$ cat src/rtl/hid_event_encoder.sv
// hid_event_encoder: gamepad HID report -> press/release event queue.
// Decodes a d-pad (from two axis bytes) and a button field into a state
// vector, diffs successive vectors bit by bit and queues one event per
// changed bit in a first-word-fall-through FIFO. A report timeout marks
// the link as lost and synthesizes an all-zero report ("release all").
//
// Ports:
//   clk_i, rstn_i     clock (clk_usb), synchronous active-low reset
//   hid_report        raw report, byte k = hid_report[8k+7:8k]
//   hid_valid         one-cycle report strobe
//   state_o           last accepted vector {btn,down,up,right,left}
//   connected_o       link up (set by a report, cleared by timeout)
//   ev_valid_o        event FIFO not empty
//   ev_ready_i        consumer pop strobe (with ev_valid_o)
//   ev_data_o         {press,idx[7:0]} or {ts[15:0],press,idx[7:0]}
//   overflow_o        sticky, an event was dropped on a full FIFO
//   drop_count_o      dropped-event count, saturating at 255
//
// Build option: define HID_EVENT_TIMESTAMP_EN to add a 16-bit free-running
// cycle stamp to every event (ev_data_o becomes 25 bits wide).
module hid_event_encoder #(
    parameter int         C_report_bytes = 8,
    parameter int         C_x_byte       = 0,
    parameter int         C_y_byte       = 1,
    parameter int         C_btn_byte     = 5,
    parameter int         C_btn_bits     = 16,
    parameter logic [7:0] C_axis_lo      = 8'h40,
    parameter logic [7:0] C_axis_hi      = 8'hC0,
    parameter int         C_fifo_depth   = 8,
    parameter int         C_timeout      = 6000000
) (
    input  logic                        clk_i,
    input  logic                        rstn_i,
    input  logic [8*C_report_bytes-1:0] hid_report,
    input  logic                        hid_valid,
    output logic [C_btn_bits+3:0]       state_o,
    output logic                        connected_o,
    output logic                        ev_valid_o,
    input  logic                        ev_ready_i,
`ifdef HID_EVENT_TIMESTAMP_EN
    output logic [24:0]                 ev_data_o,
`else
    output logic [8:0]                  ev_data_o,
`endif
    output logic                        overflow_o,
    output logic [7:0]                  drop_count_o
);

    localparam int W  = C_btn_bits + 4;
    localparam int IW = (W > 1) ? $clog2(W) : 1;
    localparam int AW = (C_fifo_depth > 2) ? $clog2(C_fifo_depth) : 1;
    localparam int TW = $clog2(C_timeout + 1);
`ifdef HID_EVENT_TIMESTAMP_EN
    localparam int EVW = 25;
`else
    localparam int EVW = 9;
`endif

    typedef enum logic {
        S_IDLE,
        S_SCAN
    } state_t;

    state_t          state_r;
    state_t          state_n;

    logic [7:0]      x_axis;
    logic [7:0]      y_axis;
    logic [W-1:0]    rep_vec;
    logic            unused_bits;

    logic [W-1:0]    prev_r;
    logic [W-1:0]    cur_r;
    logic [W-1:0]    pend_r;
    logic            pend_v;
    logic [IW-1:0]   idx_r;

    logic            load_go;
    logic [W-1:0]    load_vec;
    logic            scan_last;
    logic            scan_push;
    logic [8:0]      push_data;

    logic [TW-1:0]   tmo_r;
    logic            expire;

    logic [EVW-1:0]  mem [C_fifo_depth];
    logic [AW-1:0]   wr_ptr;
    logic [AW-1:0]   rd_ptr;
    logic [AW:0]     cnt_r;
    logic            full;
    logic            do_push;
    logic            do_pop;
    logic            drop;
    logic [EVW-1:0]  ev_in;

    // Report decode; axes are unsigned, centre band is inclusive of lo/hi.
    always_comb begin
        x_axis  = hid_report[8*C_x_byte +: 8];
        y_axis  = hid_report[8*C_y_byte +: 8];
        rep_vec = {hid_report[8*C_btn_byte +: C_btn_bits],
                   y_axis > C_axis_hi,
                   y_axis < C_axis_lo,
                   x_axis > C_axis_hi,
                   x_axis < C_axis_lo};
    end

    // Reduction of the whole report keeps the bytes we ignore visibly consumed.
    assign unused_bits = ^hid_report;

    // Timeout only fires when no report arrives in the same cycle.
    assign expire = connected_o && !hid_valid &&
                    (tmo_r == TW'(C_timeout - 1));

    // FSM: state register
    always_ff @(posedge clk_i) begin
        if (!rstn_i) begin
            state_r <= S_IDLE;
        end else begin
            state_r <= state_n;
        end
    end

    // FSM: next state
    always_comb begin
        state_n = state_r;
        unique case (state_r)
            S_IDLE: begin
                if (load_go && (load_vec != prev_r)) begin
                    state_n = S_SCAN;
                end
            end
            S_SCAN: begin
                if (scan_last) begin
                    state_n = S_IDLE;
                end
            end
        endcase
    end

    // FSM: outputs; a held pending report takes priority over a new strobe.
    always_comb begin
        load_go   = 1'b0;
        load_vec  = pend_v ? pend_r : rep_vec;
        scan_last = 1'b0;
        scan_push = 1'b0;
        push_data = {cur_r[idx_r], 8'(idx_r)};
        unique case (state_r)
            S_IDLE: begin
                load_go = pend_v || hid_valid;
            end
            S_SCAN: begin
                scan_last = (idx_r == IW'(W - 1));
                scan_push = cur_r[idx_r] ^ prev_r[idx_r];
            end
        endcase
    end

    // Vector, scan index and pending-report registers.
    always_ff @(posedge clk_i) begin
        if (!rstn_i) begin
            prev_r  <= '0;
            cur_r   <= '0;
            pend_r  <= '0;
            pend_v  <= 1'b0;
            idx_r   <= '0;
            state_o <= '0;
        end else begin
            if (load_go) begin
                cur_r   <= load_vec;
                state_o <= load_vec;
            end
            if (state_r == S_SCAN) begin
                idx_r <= scan_last ? '0 : idx_r + IW'(1);
            end
            if (scan_last) begin
                prev_r <= cur_r;
            end
            // Strobes arriving mid-scan coalesce into one pending slot.
            if ((state_r == S_SCAN) && hid_valid) begin
                pend_r <= rep_vec;
                pend_v <= 1'b1;
            end else if (load_go && pend_v) begin
                if (hid_valid) begin
                    pend_r <= rep_vec;
                end else begin
                    pend_v <= 1'b0;
                end
            end
            // Link loss: queue an all-released report behind any scan.
            if (expire) begin
                pend_r <= '0;
                pend_v <= 1'b1;
            end
        end
    end

    // Link supervision.
    always_ff @(posedge clk_i) begin
        if (!rstn_i) begin
            tmo_r       <= '0;
            connected_o <= 1'b0;
        end else if (hid_valid) begin
            tmo_r       <= '0;
            connected_o <= 1'b1;
        end else if (connected_o) begin
            if (expire) begin
                tmo_r       <= '0;
                connected_o <= 1'b0;
            end else begin
                tmo_r <= tmo_r + TW'(1);
            end
        end
    end

`ifdef HID_EVENT_TIMESTAMP_EN
    logic [15:0] ts_r;

    always_ff @(posedge clk_i) begin
        if (!rstn_i) begin
            ts_r <= '0;
        end else begin
            ts_r <= ts_r + 16'd1;
        end
    end

    assign ev_in = {ts_r, push_data};
`else
    assign ev_in = push_data;
`endif

    // Event FIFO, first-word-fall-through. A pop frees a slot in the same
    // cycle, so a push on a full FIFO still lands when the consumer pops.
    assign full       = (cnt_r == (AW+1)'(C_fifo_depth));
    assign ev_valid_o = (cnt_r != '0);
    assign ev_data_o  = mem[rd_ptr];
    assign do_pop     = ev_valid_o && ev_ready_i;
    assign do_push    = scan_push && (!full || do_pop);
    assign drop       = scan_push && full && !do_pop;

    always_ff @(posedge clk_i) begin
        if (!rstn_i) begin
            for (int i = 0; i < C_fifo_depth; i++) begin
                mem[i] <= '0;
            end
            wr_ptr       <= '0;
            rd_ptr       <= '0;
            cnt_r        <= '0;
            overflow_o   <= 1'b0;
            drop_count_o <= '0;
        end else begin
            if (do_push) begin
                mem[wr_ptr] <= ev_in;
                wr_ptr      <= wr_ptr + AW'(1);
            end
            if (do_pop) begin
                rd_ptr <= rd_ptr + AW'(1);
            end
            cnt_r <= cnt_r + (AW+1)'(do_push) - (AW+1)'(do_pop);
            if (drop) begin
                overflow_o <= 1'b1;
                if (drop_count_o != 8'hFF) begin
                    drop_count_o <= drop_count_o + 8'd1;
                end
            end
        end
    end

endmodule

$ cat config.mk
export PLATFORM = sky130hd
export DESIGN_NAME = hid_event_encoder
export DESIGN_NICKNAME = d
export VERILOG_FILES = /design/src/rtl/hid_event_encoder.sv
export SDC_FILE = /design/constraint.sdc
export NUM_CORES = 1
export LEC_CHECK = 0
export CAP_MARGIN = 20
export CORE_MARGIN = 3
export CORE_UTILIZATION = 55
export DETAILED_ROUTE_END_ITERATION = 10
export MAX_ROUTING_LAYER = met4
export PLACE_DENSITY = 0.92
export SLEW_MARGIN = 25
export SYNTH_ARGS = -nofsm -noshare
export SYNTH_HDL_FRONTEND = slang
export SYNTH_SLANG_ARGS = --single-unit
$ cat constraint.sdc
create_clock -name clk_i -period 3.8 [get_ports clk_i]
set_input_delay 0.76 -clock clk_i [delete_from_list [all_inputs] [get_ports clk_i]]
set_output_delay 0.76 -clock clk_i [all_outputs]
set_load 0.05 [all_outputs]
### Word-level counts from Yosys, hierarchy flattened

Memory sizes are Yosys's and may differ from the RTL's. A register that Yosys moved wholly into a read port is not among the register bits.
Cells that the tools add are included.

* output and inout bits: 40
* memories kept: 1
* flip-flop bits (word level): 110
* logic and storage cells: 91
* bits in writable memories: 48
* input port bits: 68

* equality and inequality tests: 6
* bitwise gates (word level): 3
* $add $sub $neg: 7
* $lt $le $gt $ge: 5
* mux-type cells: 32
* reductions and logical operators: 24

Memory list
* mem: depth 8, bits a word 6, read ports 1, clocked after Yosys merged registers in 1, write ports 8, RTL line 87 `logic [EVW-1:0] mem [C_fifo_depth];`

Operators with widths (number)
* $mux 20: 4
* $add 23x1->23 const B: 1
* $eq 23x23->1 const B: 1
* $mux 23: 1
* $ne 20x20->1: 1
* $mux 1: 19
* $gt 8x8->1 const B: 2
* $lt 8x7->1 const B: 2
* $bmux 1 s5: 2
* $logic_and 1x1->1: 9
* $mux 3: 3
* $add 8x1->8 const B: 1
* $ne 8x8->1 const B: 1
* $add 3x1->3 const B: 2
* $lt 5x6->1 const B: 1
* $mux 6: 1
* $reduce_and 2->1: 3
* $reduce_or 6->1: 1
* $add 5x1->5 const B: 1
* $eq 5x5->1 const B: 1
* $mux 5: 1
* $add 4x1->4: 1
* $eq 4x4->1 const B: 1
* $reduce_bool 2->1: 2
* 10 further kinds: 15

### Longest topological paths before layout

* word-level depth: 10
* gate-level depth with buffers: 15
* depth with buffers taken out: 12

### Least setup slack after synthesis

No wires, ideal clock.

* path kind: reg-to-reg
* start: register cur_r[3]
* end: memory mem[6][0] in the netlist's numbering, enable pin
* stages on the path, launching flop included: 8
* data required time: 3.423 ns
* arrival time: 2.690 ns
* period minus slack after synthesis: 3.067 ns
* setup slack: 0.733 ns
* path through: dfxtp_1 > mux4_2 > mux2i_1 > o31ai_1 > nor2_1 > xnor2_1 > or4b_4 > o21ai_0

RTL lines
* from (decl): RTL line 73 `logic [W-1:0] cur_r;`
* from (signal assigned): RTL line 170 `cur_r <= load_vec;`
* to (decl): RTL line 87

### Worst setup path in the final report

* start: register idx_r[0]
* end: register cnt_r[1]

* longest elaborated chain between the ends: 7

Ends and longest elaborated chain
* from (decl): RTL line 76 `logic [IW-1:0] idx_r;`
* from (signal assigned): RTL line 174 `idx_r <= scan_last ? '0 : idx_r + IW'(1);`
* $bmux 1 s5: RTL line 154 `scan_push = cur_r[idx_r] ^ prev_r[idx_r];`
* $mux 1 (implied by the code): RTL line 154
* $xor 1x1->1 *: RTL line 154
* $mux 1 *: RTL line 148 `unique case (state_r)`
* $logic_and 1x1->1 *: RTL line 238 `assign do_push = scan_push && (!full || do_pop);`
* $add 4x1->4 *: RTL line 259 `cnt_r <= cnt_r + (AW+1)'(do_push) - (AW+1)'(do_pop);`
* $sub 4x1->4 *: RTL line 259
* to (signal assigned): RTL line 259
* to (decl): RTL line 90 `logic [AW:0] cnt_r;`

Every way passes the cells marked *; elsewhere a longest branch is shown, timed or not. The select of a mux whose other input is x is not followed.
A chain may end at the register's enable or synchronous reset.

==> impl_metrics.xml <==
<?xml version="1.0" encoding="UTF-8"?>
<metrics>
  <group name="routing">
    <metric name="routed_via_density" unit="">5.84</metric>
    <metric name="detail_route.wl_per_cell" unit="um">16.6</metric>
    <metric name="dr_total_vias" unit="">6001</metric>
    <metric name="drt_iter0_drc" unit="">551</metric>
    <metric name="totalWireLength" unit="um">17100</metric>
    <metric name="detailedRoute.firstPassIterationCount" unit="">5</metric>
    <metric name="route.detailed.drc" unit="">0</metric>
    <metric name="drtAntennaViolNets" unit="">0</metric>
  </group>
  <group name="critical_path">
    <metric name="setup.worst_path.class" unit="">reg -&gt; reg</metric>
    <metric name="r2r.worst_path.cells" unit="">11</metric>
    <metric name="setup.worst_path.start_class" unit="">flip-flop</metric>
    <metric name="worst_setup_path_endpoint" unit="">cnt_r[1]$_SDFF_PN0_</metric>
    <metric name="cp_slowest_stage_delay" unit="ps">710</metric>
    <metric name="critical_path.most_common_cell" unit="">sky130_fd_sc_hd__nor2_1</metric>
    <metric name="critical_path_source" unit="">idx_r[0]$_SDFFE_PN0P_</metric>
    <metric name="crit_family" unit="">multiplexers</metric>
    <metric name="timing.critical_path.buf_inv" unit="">1</metric>
    <metric name="cp-end-kind" unit="">flip-flop</metric>
    <metric name="slowest_cell_on_the_critical_path" unit="">sky130_fd_sc_hd__dfxtp_1</metric>
    <metric name="crit_path_cell_trace" unit="">mux4_2 -&gt; mux2i_1 -&gt; nor2_1 -&gt; a211oi_4 -&gt; xor2_1 -&gt; a21o_1 -&gt; a21bo_2 -&gt; ha_1 -&gt; inv_1 -&gt; fa_1 -&gt; nor2_1</metric>
    <metric name="reg2reg_from" unit="">idx_r[0]$_SDFFE_PN0P_</metric>
    <metric name="crit-reg2reg-capture" unit="">cnt_r[1]$_SDFF_PN0_</metric>
    <metric name="arrival" unit="ps">3720</metric>
    <metric name="reg_to_reg_slack_setup" unit="ps">430</metric>
    <metric name="cp.depth" unit="">11</metric>
    <metric name="worst-path-max-fanout" unit="">11</metric>
    <metric name="critPathRequiredTime" unit="ps">4150</metric>
  </group>
  <group name="floorplanning">
    <metric name="num_io_pins" unit="">108</metric>
    <metric name="horizontal_extent_of_the_die" unit="um">123</metric>
    <metric name="core.rowCount" unit="">42</metric>
    <metric name="start_util" unit="%">56.5</metric>
    <metric name="die_y" unit="um">123</metric>
    <metric name="die_area" unit="um2">15100</metric>
    <metric name="core_region_area" unit="um2">13300</metric>
  </group>
  <group name="cells_and_area">
    <metric name="final_cell_count_no_fill" unit="">1028</metric>
    <metric name="total_nets_final" unit="">919</metric>
    <metric name="nFillCells" unit="">955</metric>
    <metric name="flow.area_growth_from_synthesis" unit="%">19.1</metric>
    <metric name="final_layout_size_suffix_gt1_share" unit="%">10.3</metric>
    <metric name="fin_util" unit="%">67.3</metric>
    <metric name="post-route-cell-area" unit="um2">8950</metric>
    <metric name="num_antenna_cells" unit="">0</metric>
    <metric name="layout.cells.most_common" unit="">sky130_fd_sc_hd__nand2_1</metric>
    <metric name="most_used_cells_in_the_layout_excluding_fill_and_tap_cells" unit="">121 x sky130_fd_sc_hd__nand2_1, 113 x sky130_fd_sc_hd__dfxtp_1, 107 x sky130_fd_sc_hd__nor2_1</metric>
  </group>
  <group name="clocking">
    <metric name="ctsHoldBuffers" unit="">0</metric>
    <metric name="numClockSinks" unit="">161</metric>
    <metric name="clockRootBuffer" unit="">sky130_fd_sc_hd__clkbuf_16</metric>
    <metric name="cts_buffers" unit="">17</metric>
    <metric name="clockBufferDepth" unit="">2</metric>
    <metric name="cts_tree" unit="">done</metric>
    <metric name="post-cts-setup-buffer-count" unit="">0</metric>
    <metric name="postCtsResizedCells" unit="">0</metric>
    <metric name="htree_num_levels" unit="">4</metric>
    <metric name="clkSlewWorstSetupHoldPaths" unit="ps">60</metric>
    <metric name="clk_latency" unit="ps">420</metric>
  </group>
  <group name="hold_path">
    <metric name="hp-class" unit="">reg -&gt; reg</metric>
    <metric name="hold-path-cell-count" unit="">2</metric>
  </group>
  <group name="pwr">
    <metric name="power.ir.vdd_worst" unit="V">0.000277</metric>
    <metric name="clock_power_share" unit="%">35.8</metric>
    <metric name="power.static_leakage" unit="nW">3.00</metric>
    <metric name="sw_frac_of_total" unit="%">28.3</metric>
    <metric name="p_switching" unit="W">0.00127</metric>
    <metric name="powerDensity" unit="nW/um2">502</metric>
    <metric name="cell_internal_pwr" unit="W">0.00322</metric>
    <metric name="share_comb_of_total_power" unit="%">20.9</metric>
    <metric name="share_seq_of_total_power" unit="%">43.3</metric>
  </group>
  <group name="sta">
    <metric name="max_clock_skew" unit="ps">18.4</metric>
    <metric name="setup_tns" unit="ps">0</metric>
    <metric name="period_needed" unit="ps">3370</metric>
    <metric name="tightestPinTransition" unit="ps">829</metric>
    <metric name="slew_headroom" unit="%">44.7</metric>
    <metric name="timing_max_transition_violations_final" unit="">0</metric>
    <metric name="final_cycle_utilization_of_the_critical_path" unit="%">88.7</metric>
    <metric name="rsz_0062_raised_after_global_routing" unit="">false</metric>
    <metric name="finalSetupViolations" unit="">0</metric>
    <metric name="final_hold_viol_count" unit="">0</metric>
    <metric name="holdWs" unit="ps">453</metric>
    <metric name="achievable-frequency" unit="GHz">0.297</metric>
  </group>
  <group name="global_route">
    <metric name="antenna_found_initial" unit="">0</metric>
    <metric name="pin_count_of_the_biggest_net_entering_global_routing" unit="">60</metric>
    <metric name="gr-total-overflow" unit="">0</metric>
    <metric name="global_route_wire_length_before_repair" unit="um">27600</metric>
    <metric name="via_count_of_the_first_global_routing_pass" unit="">5705</metric>
    <metric name="grt.total_usage" unit="%">24.2</metric>
  </group>
  <group name="place">
    <metric name="port-buffer-count" unit="">72</metric>
    <metric name="detailedPlacementHpwl" unit="um">11600</metric>
    <metric name="globalplace.congestion" unit="">0.845</metric>
    <metric name="placedInstanceArea" unit="um2">8400</metric>
    <metric name="placed_cells" unit="">997</metric>
  </group>
  <group name="synthesis">
    <metric name="yosys_warnings" unit="">0</metric>
    <metric name="syn-mean-instance-area" unit="um2">9.70</metric>
    <metric name="asyncSetResetFlopFracSynth" unit="%">0</metric>
    <metric name="synth_area" unit="um2">7510</metric>
    <metric name="synth_cell_types" unit="">48</metric>
    <metric name="synth-seq-cells" unit="">161</metric>
    <metric name="seq_area_frac_synth" unit="%">49.3</metric>
    <metric name="synth_flop_cell" unit="">sky130_fd_sc_hd__dfxtp_1</metric>
    <metric name="synthCells" unit="">775</metric>
    <metric name="number_of_enable_type_register_cells_in_the_synthesized_netlist" unit="">48</metric>
  </group>
  <group name="flow_run">
    <metric name="max_cap_viol_count" unit="">0</metric>
  </group>
  <group name="status">
    <metric name="run_status" unit="">completed</metric>
  </group>
</metrics>
stage by stage:
stage,setup WS (ps),power (W)
final,428,0.00449
after global routing,136,0.00466
after CTS,370,0.00451
after detailed placement,408,0.00292
after global placement,496,0.00289
after floorplan,733,0.00263
state kept, by name (all words and copies together) (netlist names), named ones only:
register and count:
tmo_r 23, cnt_r 4, idx_r 5, cur_r 20, pend_v 1, overflow_o 1
prev_r 20, connected_o 1, drop_count_o 8, rd_ptr 3, state_r 1, mem 48
wr_ptr 3, pend_r 20
worst min-delay path by stage:
| stage | endpoint | startpoint |
|---|---|---|
| finish | pend_r[10]$_SDFFE_PP0P_ | pend_r[10]$_SDFFE_PP0P_ |
| global route | pend_r[10]$_SDFFE_PP0P_ | pend_r[10]$_SDFFE_PP0P_ |
| CTS | pend_r[10]$_SDFFE_PP0P_ | pend_r[10]$_SDFFE_PP0P_ |
| detailed placement | pend_r[10]$_SDFFE_PP0P_ | pend_r[10]$_SDFFE_PP0P_ |
| global placement | pend_r[13]$_SDFFE_PP0P_ | pend_r[13]$_SDFFE_PP0P_ |
| floorplan | pend_r[10]$_SDFFE_PP0P_ | pend_r[10]$_SDFFE_PP0P_ |
tightest hold or removal path, delay by kind of cell (launching register included):
kind / cells / cell delay, ps
AO/OA/AOI/OAI: 1 / 50
flip-flops: 1 / 310
AND/OR/NAND/NOR: 1 / 50
cells in the mapped netlist, types with 15 or more instances:
cell type | n | area share (%)
sky130_fd_sc_hd__nor3_1 | 15 | 1.0
sky130_fd_sc_hd__mux2i_1 | 30 | 4.0
sky130_fd_sc_hd__mux4_2 | 22 | 6.6
sky130_fd_sc_hd__xor2_1 | 24 | 2.8
sky130_fd_sc_hd__nand2_1 | 121 | 6.0
sky130_fd_sc_hd__nand4_1 | 15 | 1.2
sky130_fd_sc_hd__edfxtp_1 | 48 | 19
sky130_fd_sc_hd__dfxtp_1 | 113 | 30
sky130_fd_sc_hd__xnor2_1 | 15 | 1.7
sky130_fd_sc_hd__a211oi_1 | 21 | 2.1
sky130_fd_sc_hd__clkbuf_1 | 36 | 1.8
sky130_fd_sc_hd__a21oi_1 | 62 | 4.1
sky130_fd_sc_hd__nand3_1 | 16 | 1.1
sky130_fd_sc_hd__o21ai_0 | 22 | 1.5
sky130_fd_sc_hd__nor2_1 | 108 | 5.4
power by group through the flow:
stage | registers [W] | clock network, W | logic [W]
after floorplan | 0.00202 | 0 | 0.000613
after global placement | 0.00198 | 0 | 0.000912
after detailed placement | 0.00198 | 0 | 0.000936
after CTS | 0.00195 | 0.00162 | 0.000944
after global routing | 0.00196 | 0.00169 | 0.00102
final | 0.00195 | 0.00161 | 0.000940
final cells by class:
cell class | count | area, um2 | share of cell area, %
Timing Repair Buffer | 95 | 893 | 9.98
Tap cell | 176 | 220 | 2.46
Inverter | 9 | 33.8 | 0.377
Clock buffer | 26 | 499 | 5.58
Multi-Input combinational cell | 556 | 3550 | 39.6
Clock inverter | 5 | 53.8 | 0.601
Sequential cell | 161 | 3700 | 41.4
cell families (layout without fill, tap and decap cells):
group / after synthesis / count (layout) / synth area share, %
simple gates: 326 / 326 / 19.6
flops: 161 / 161 / 49.3
compound gates: 117 / 117 / 9.17
mux: 60 / 60 / 11.8
buf+inv: 60 / 135 / 3.61
xor+xnor: 39 / 39 / 4.55
fa+ha+maj: 11 / 11 / 1.93
other cells: 1 / 3 / 0.0499
layer usage:
metal  up-vias  global-route usage [%]  part of all wire, %  wire length (um)
li1       2865                       -                    -                 -
met4         0                    11.1                  2.8               483
met3        37                    4.99                  6.5              1100
met2       240                    38.2                   49              8370
met1      2859                    30.2                   42              7120
met5         -                       -                    0                 0
No activity file was read; power rests on OpenSTA's default activity.
